File: src/rtl/ni_pkg.sv
// Shared definitions for the noninterference miter: counter width default and
// lane extraction used to split the packed channel buses.
package ni_pkg;

    localparam int CNT_W_DEF = 16;
    localparam int MAX_W     = 64;
    localparam int MAX_BUS   = 1024;

    // Returns lane c of a bus of w-wide lanes, zero-extended to MAX_W bits.
    function automatic logic [MAX_W-1:0] ch_slice(input logic [MAX_BUS-1:0] bus,
                                                  input int c,
                                                  input int w);
        logic [MAX_BUS-1:0] shifted;
        logic [MAX_W-1:0]   mask;
        shifted = bus >> (c * w);
        mask    = (MAX_W'(1) << w) - MAX_W'(1);
        return shifted[MAX_W-1:0] & mask;
    endfunction

endpackage

File: src/rtl/ni_copy_pipe.sv
// One channel of one copy: a DEPTH-stage {public, secret} shift pipeline whose
// observable is the bitwise AND of the last stage's public and secret words.
module ni_copy_pipe
    import ni_pkg::*;
#(
    parameter int WIDTH = 8,
    parameter int DEPTH = 2
) (
    input  logic             clock,
    input  logic             reset_n,
    input  logic             flush,
    input  logic             in_valid,
    input  logic [WIDTH-1:0] pub_i,
    input  logic [WIDTH-1:0] sec_i,
    output logic [WIDTH-1:0] obs_o
);

    typedef struct packed {
        logic [WIDTH-1:0] pub;
        logic [WIDTH-1:0] sec;
    } stage_t;

    stage_t stage_q [DEPTH];
    stage_t stage_d [DEPTH];

    // Flush beats in_valid; an idle cycle injects a zero bubble.
    always_comb begin
        for (int k = 0; k < DEPTH; k++) begin
            stage_d[k] = '0;
        end
        if (!flush) begin
            if (in_valid) begin
                stage_d[0].pub = pub_i;
                stage_d[0].sec = sec_i;
            end
            for (int k = 1; k < DEPTH; k++) begin
                stage_d[k] = stage_q[k-1];
            end
        end
    end

    always_ff @(posedge clock or negedge reset_n) begin
        if (!reset_n) begin
            for (int k = 0; k < DEPTH; k++) begin
                stage_q[k] <= '0;
            end
        end else begin
            for (int k = 0; k < DEPTH; k++) begin
                stage_q[k] <= stage_d[k];
            end
        end
    end

    assign obs_o = stage_q[DEPTH-1].pub & stage_q[DEPTH-1].sec;

endmodule

File: src/rtl/ni_miter_pipe.sv
// Noninterference miter: two copies of an N_CH-channel pipeline share the public
// stream; any observable divergence before declassification raises a sticky alarm.
module ni_miter_pipe
    import ni_pkg::*;
#(
    parameter int WIDTH       = 8,
    parameter int DEPTH       = 2,
    parameter int N_CH        = 2,
    parameter int STICKY_DECL = 1,
    parameter int CNT_W       = CNT_W_DEF
) (
    input  logic                  clock,
    input  logic                  reset_n,
    input  logic                  flush,
    input  logic                  in_valid,
    input  logic [N_CH*WIDTH-1:0] pub_in,
    input  logic [N_CH*WIDTH-1:0] sec_a,
    input  logic [N_CH*WIDTH-1:0] sec_b,
    input  logic                  declassify,
    output logic                  mismatch,
    output logic [N_CH-1:0]       mismatch_ch,
    output logic                  alarm,
    output logic                  window_open,
    output logic [CNT_W-1:0]      first_cyc
);

    logic             decl_q,      decl_d;
    logic             alarm_q,     alarm_d;
    logic [CNT_W-1:0] first_cyc_q, first_cyc_d;
    logic [CNT_W-1:0] cyc_cnt_q,   cyc_cnt_d;
    logic             suppressed;

    for (genvar c = 0; c < N_CH; c++) begin : g_ch
        logic [WIDTH-1:0] pub_c;
        logic [WIDTH-1:0] sec_a_c;
        logic [WIDTH-1:0] sec_b_c;
        logic [WIDTH-1:0] obs_a;
        logic [WIDTH-1:0] obs_b;

        assign pub_c   = WIDTH'(ch_slice(MAX_BUS'(pub_in), c, WIDTH));
        assign sec_a_c = WIDTH'(ch_slice(MAX_BUS'(sec_a),  c, WIDTH));
        assign sec_b_c = WIDTH'(ch_slice(MAX_BUS'(sec_b),  c, WIDTH));

        // Each copy keeps its own public stages; they are identical and may be merged.
        ni_copy_pipe #(.WIDTH(WIDTH), .DEPTH(DEPTH)) u_copy_a (
            .clock    (clock),
            .reset_n  (reset_n),
            .flush    (flush),
            .in_valid (in_valid),
            .pub_i    (pub_c),
            .sec_i    (sec_a_c),
            .obs_o    (obs_a)
        );

        ni_copy_pipe #(.WIDTH(WIDTH), .DEPTH(DEPTH)) u_copy_b (
            .clock    (clock),
            .reset_n  (reset_n),
            .flush    (flush),
            .in_valid (in_valid),
            .pub_i    (pub_c),
            .sec_i    (sec_b_c),
            .obs_o    (obs_b)
        );

        assign mismatch_ch[c] = (obs_a != obs_b);
    end

    // Same-cycle declassify closes the window at once; the latch only matters when sticky.
    always_comb begin
        suppressed  = declassify | ((STICKY_DECL != 0) & decl_q);
        window_open = ~suppressed;
        mismatch    = (|mismatch_ch) & ~suppressed;
        decl_d      = decl_q | declassify;
        alarm_d     = alarm_q | mismatch;
        first_cyc_d = (mismatch & ~alarm_q) ? cyc_cnt_q : first_cyc_q;
        cyc_cnt_d   = (cyc_cnt_q == '1) ? cyc_cnt_q : cyc_cnt_q + CNT_W'(1);
    end

    always_ff @(posedge clock or negedge reset_n) begin
        if (!reset_n) begin
            decl_q      <= 1'b0;
            alarm_q     <= 1'b0;
            first_cyc_q <= '0;
            cyc_cnt_q   <= '0;
        end else begin
            decl_q      <= decl_d;
            alarm_q     <= alarm_d;
            first_cyc_q <= first_cyc_d;
            cyc_cnt_q   <= cyc_cnt_d;
        end
    end

    assign alarm     = alarm_q;
    assign first_cyc = first_cyc_q;

endmodule

File: config.mk
export PLATFORM = sky130hd
export DESIGN_NAME = ni_miter_pipe
export DESIGN_NICKNAME = d
export VERILOG_FILES = /design/src/rtl/ni_pkg.sv /design/src/rtl/ni_copy_pipe.sv /design/src/rtl/ni_miter_pipe.sv
export SDC_FILE = /design/constraint.sdc
export NUM_CORES = 1
export LEC_CHECK = 0
export BUFFER_PORTS_ARGS = -buffer_cell sky130_fd_sc_hd__buf_2
export CORE_ASPECT_RATIO = 1.75
export CORE_UTILIZATION = 35
export DETAILED_ROUTE_END_ITERATION = 8
export PLACE_DENSITY_LB_ADDON = 0.25
export SLEW_MARGIN = 20
export SYNTH_ARGS = -nofsm -noshare
export SYNTH_HDL_FRONTEND = slang
export SYNTH_SLANG_ARGS = --single-unit
File: constraint.sdc
create_clock -name clock -period 2 [get_ports clock]
set_clock_uncertainty 0.15 [all_clocks]
set_input_delay 0.2 -clock clock [delete_from_list [all_inputs] [get_ports clock]]
set_output_delay 0.2 -clock clock [all_outputs]
set_load 0.005 [all_outputs]
; After elaboration in Yosys (flattened, before gate mapping)
; Index checks and enable logic that the tools add are counted.
; W data, S select, Z words.
[op_classes]
add_sub_neg = 1
eq_ne = 3
muxes = 8
n_bitwise = 10
reduce_logical = 1
[op_table]
columns = op, count
row1 = $mux W32, 4
row2 = $mux W16, 4
row3 = $and A8 B8 Y8, 4
row4 = $add A16 B1 Y16 const B, 1
row5 = $eq A16 B16 Y1 const B, 1
row6 = $ne A8 B8 Y1, 2
row7 = $and A1 B1 Y1, 2
row8 = $not A1 Y1, 2
row9 = $or A1 B1 Y1, 2
row10 = $reduce_or A2 Y1, 1
[word_totals]
reg_bits = 162
in_bits = 53

; Depth between registers and ports, before layout
[depth]
depth_word = 5
depth_mapped = 6
ltp_nobuf = 5

; Hierarchy
; A second synthesis with hierarchy kept.
[unflattened]
cells_unflattened = 436
area_unflattened_um2 = 6169.7
[modules_own_cells]
columns = mod, n_inst, cells_each, area_each_um2, seq_area_each_um2
row1 = ni_copy_pipe, 4, 76, 1131.1, 800.8
row2 = ni_miter_pipe, 1, 132, 1645.3, 850.8

; Worst setup path before layout
; Ideal clock, no wire load.
[synth_timing]
kind = reg2reg
startpoint = reg g_ch[1].u_copy_a.stage_q[3] in the netlist's numbering
endpoint = reg first_cyc_q[10] (netlist: first_cyc[10])
setup_time_ns = 0.125
t_arrival_ns = 1.727
setup_slack_ns = -0.002
stages_incl_launch_ff = 7
path_buffers = 1
cell_sequence = dfrtp_1 -> xor2_1 -> a22oi_1 -> nand4_1 -> o21ai_2 -> buf_4 -> mux2_2
[synth_via]
elab_chain_cells = 5
[synth_lines]
columns = element, line_no
row1 = start: declaration, ni_copy_pipe.sv:23  ; stage_t stage_q [DEPTH];
row2 = start signal: indexed assignment, ni_copy_pipe.sv:49  ; stage_q[k] <= stage_d[k];
row3 = $and A8 B8 Y8, ni_copy_pipe.sv:54  ; assign obs_o = stage_q[DEPTH-1].pub & stage_q[DEPTH-1].sec;
row4 = $ne A8 B8 Y1, ni_miter_pipe.sv:65  ; assign mismatch_ch[c] = (obs_a != obs_b);
row5 = net mismatch_ch[1], ni_miter_pipe.sv:21  ; output logic [N_CH-1:0] mismatch_ch,
row6 = $reduce_or A2 Y1, ni_miter_pipe.sv:72  ; mismatch = (|mismatch_ch) & ~suppressed;
row7 = $and A1 B1 Y1, ni_miter_pipe.sv:72
row8 = $and A1 B1 Y1, ni_miter_pipe.sv:75  ; first_cyc_d = (mismatch & ~alarm_q) ? cyc_cnt_q : first_cyc_q;
row9 = end signal: assignment, ni_miter_pipe.sv:88  ; first_cyc_q <= first_cyc_d;
row10 = end: declaration, ni_miter_pipe.sv:29  ; logic [CNT_W-1:0] first_cyc_q, first_cyc_d;
; The timed path passes the listed nets, and every way through them passes these cells.
; A chain may end at the register's enable or synchronous reset.

; Worst setup path in the final report
[layout_timing]
startpoint = reg g_ch[1].u_copy_a.stage_q[6] in the netlist's numbering
endpoint = out mismatch
[layout_via]
elab_chain_cells = 4
[layout_lines]
columns = element, line_no
row1 = $and A8 B8 Y8, ni_copy_pipe.sv:54
row2 = $ne A8 B8 Y1, ni_miter_pipe.sv:65
row3 = $reduce_or A2 Y1, ni_miter_pipe.sv:72
row4 = $and A1 B1 Y1, ni_miter_pipe.sv:72
row5 = end: declaration, ni_miter_pipe.sv:20  ; output logic mismatch,
; No other way between the ends.

==> results.md <==
* Crit path max fanout at 2
* Share of cells above drive strength 1 at 0.319
* Clk sinks at 130
* Mapped Nets at 393
* Tot GR Track Use at 0.140
* Clock buffer depth at 2
* CP Depth at 7
* Die height at 155 um
* Slew Limit Fails at 0
* Post-synth top cells: dfrtp_1, nor2b_1, and2_1
* Final wirelength at 8.57 mm
* Clock root buffer: clkbuf_16
* Final min period at 2060 ps
* Switching share of power at 0.219
* Sequential Power Share at 0.458
* Buffers and inverters on the worst path at 2
* Vias per inst at 4.32
* Post-synth EDFFs at 0
* Area contributors post-synth: dfrtp_1, nor2b_1, and2_1, mux2_2, xor2_1
* Sequential share of the synthesized area at 0.695
* Period utilisation layout at 1.03
* Setup WS pre-CTS at -95.0 ps
* Initial antenna violation count at 0
* Comb pwr share at 0.050
* Fmax at 486 MHz
* 1st-iter DRT viols at 80
* # diodes at 0
* Vias after detailed routing at 2,958
* Max cap viols at 0
* DR pass1 iterations at 4
* Final Hold Viols at 0
* Final nets at 555
* Outcome: finished, violations left
* Synth Instances at 339
* Crit Path Class: flop to primary output
* Ys flop type: dfrtp_1
* CP max-delay cell: dfrtp_1
* Antenna-violating nets left at 0
* # rows at 55
* Critical path required time at 1650 ps
* Worst-Skew Late Latency at 410 ps
* Vias in the first global route at 3,094
* Final setup vio count at 3
* Chip width at 89.4 um
* Cell taking the most area after synthesis: dfrtp_1
* Largest net degree at the start of global routing at 77
* Sw Pwr at 1.29 mW
* WP data arrival at 1710 ps
* Cell with the most instances after synthesis: dfrtp_1
* Slew headroom at 0.513
* I/O pin cnt at 74
* Num CTS Buffers at 17
* Maximum vdd drop at 0.495 mV
* Share of the synthesized area in the top cell type at 0.695
* Distinct cell type count after synthesis at 28
* DIE AREA at 13,900 sq um
* Crit. End Element: primary output
* Mapped Area at 4680 sq um
* Internal power at 4.62 mW
* Routed len/inst at 12.5 um
* Worst-path clk slew at 60 ps
* Global-route wire length before repair at 14.2 mm
* DRC viols at 0
* Worst-Margin Slew at 728 ps
* CTS tree: done
* PD cells at 886 nW/um^2
* Syn Area/Cell at 13.8 sq um
* Register bit total from synthesis at 130
* Sum of negative setup slack at -130 ps
* Share of flip-flops with an asynchronous set or reset at 1.00
* Clock share of power at 0.492
* Startpoint types: flop
* Violated checks: negative setup slack
* Unrepaired setup endpoints after global routing: yes
* Synth Warn # at 0
* Setup ws final at -58.3 ps
* Hold Path Stages at 3
* Starting density of the core at 0.360
* CP Cell Sequence: xor2_1 > a22oi_2 > nand4_1 > buf_6 > nor2_4 > nor2_1 > buf_2
* Syn-to-layout area delta at 42.6%
* Port Buf Inserts at 73
* Leakage at 3.40 nW
* DP HPWL at 5.42 mm
* Grt total ovfl at 0
* CP top delay family: flip-flops
* FF-to-FF path depth at 7
* H-Tree Depth at 4
* Placer congestion estimate at 0.730
* Core ar. at 13,000 sq um
* Hold WC Path Type: input pin to flop
* CP peak stage delay at 370 ps
* Tot Pwr at 5.92 mW
[timing repair]
action / CTS / global route
hold buffers: 50 / 0
pin swaps: 9 / 3
gates cloned: 0 / 0
hold endpoints to repair: 180 / 0
setup buffers: 5 / 4
setup endpoints to repair: 20 / 20
resized for setup: 9 / 17
[layer usage]
metal | GRT usage | up-vias | routed length (um) | part of all wire
li1 | - | 1418 | - | -
met5 | 0 | - | 0 | 0
met2 | 0.245 | 69 | 4780 | 0.56
met1 | 0.143 | 1454 | 3320 | 0.39
met4 | 0.0892 | 0 | 240 | 0.028
met3 | 0.0350 | 17 | 231 | 0.027
[worst paths after layout]
kind / from / to / slack, ps
worst max-delay path: g_ch[1].u_copy_a.stage_q[6] / mismatch / -60
worst min-delay path: flush / g_ch[1].u_copy_b.stage_q[29] / 130
worst max register to register: g_ch[0].u_copy_a.stage_q[3] / first_cyc[0] / 0
worst min register to register: g_ch[1].u_copy_a.stage_q[16] / g_ch[1].u_copy_a.stage_q[0] / 310
max in group asynchronous: reset_n / g_ch[1].u_copy_b.stage_q[0] / 1150
min in group asynchronous: reset_n / cyc_cnt_q[7] / 200
[worst min-delay path, stage by stage]
cell     delay (ps)
buf_2           110
nor2b_4         140
and2_1          190
[power groups by stage]
stage                     sequential (mW)  combinational [mW]  clock, mW
after CTS                            2.71               0.297       2.99
after floorplan                      2.75              0.0802          0
after global placement               2.76               0.209          0
after global routing                 2.72               0.333       3.10
after detailed placement             2.76               0.215          0
final                                2.71               0.296       2.91
[layout make-up]
| class | count | area [sq um] |
|---|---|---|
| Timing Repair Buffer | 156 | 1170 |
| Clock buffer | 19 | 443 |
| Tap cell | 171 | 214 |
| Clock inverter | 13 | 126 |
| Inverter | 2 | 7.51 |
| Multi-Input combinational cell | 194 | 1460 |
| Sequential cell | 130 | 3250 |
| Fill cell | 1137 | 6330 |
[cells by family (layout without fill, tap and decap cells)]
logic type | after synthesis | after routing | share of synthesized area
AO/OA/AOI/OAI | 14 | 14 | 0.0222
XOR/XNOR | 29 | 29 | 0.0543
adder cells (fa/ha/maj) | 1 | 1 | 0.00267
buffers and inverters | 15 | 190 | 0.0144
flip-flops | 130 | 130 | 0.695
multiplexers | 17 | 17 | 0.0417
AND/OR/NAND/NOR | 133 | 133 | 0.170
[per-stage QoR]
stage	instances	area (sq um)	hold slack, ps	utilization
after floorplan	339	4680	-246	-
after global placement	594	5420	91.1	0.417
after detailed placement	594	5430	85.0	0.417
after CTS	681	6580	116	0.506
after global routing	685	6680	153	0.513
final	685	6680	127	0.513
[registers in the layout (all words and copies together), names as in the netlist]
name / cells
alarm: 1
cyc_cnt_q: 16
decl_q: 1
first_cyc: 16
g_ch.u_copy_a.stage_q: 36
g_ch.u_copy_b.stage_q: 60
[layout by cell type, fill, tap and decap left out, types with 2 or more instances in the layout]
| master | count |
|---|---|
| dfrtp_1 | 130 |
| buf_2 | 70 |
| dlygate4sd3_1 | 50 |
| nor2b_1 | 48 |
| and2_1 | 48 |
| buf_4 | 29 |
| xor2_1 | 19 |
| clkbuf_16 | 17 |
| mux2_4 | 16 |
| xnor2_1 | 10 |
| nand4_1 | 9 |
| nand2_1 | 9 |
| nor2_1 | 7 |
| a22oi_1 | 6 |
| inv_6 | 5 |
| nand3_1 | 4 |
| clkinvlp_4 | 4 |
| buf_6 | 4 |
| buf_12 | 3 |
| a22oi_2 | 2 |
| inv_1 | 2 |
| or3_4 | 2 |
| a31oi_1 | 2 |
| clkinv_4 | 2 |
No activity file was read; power rests on OpenSTA's default activity.
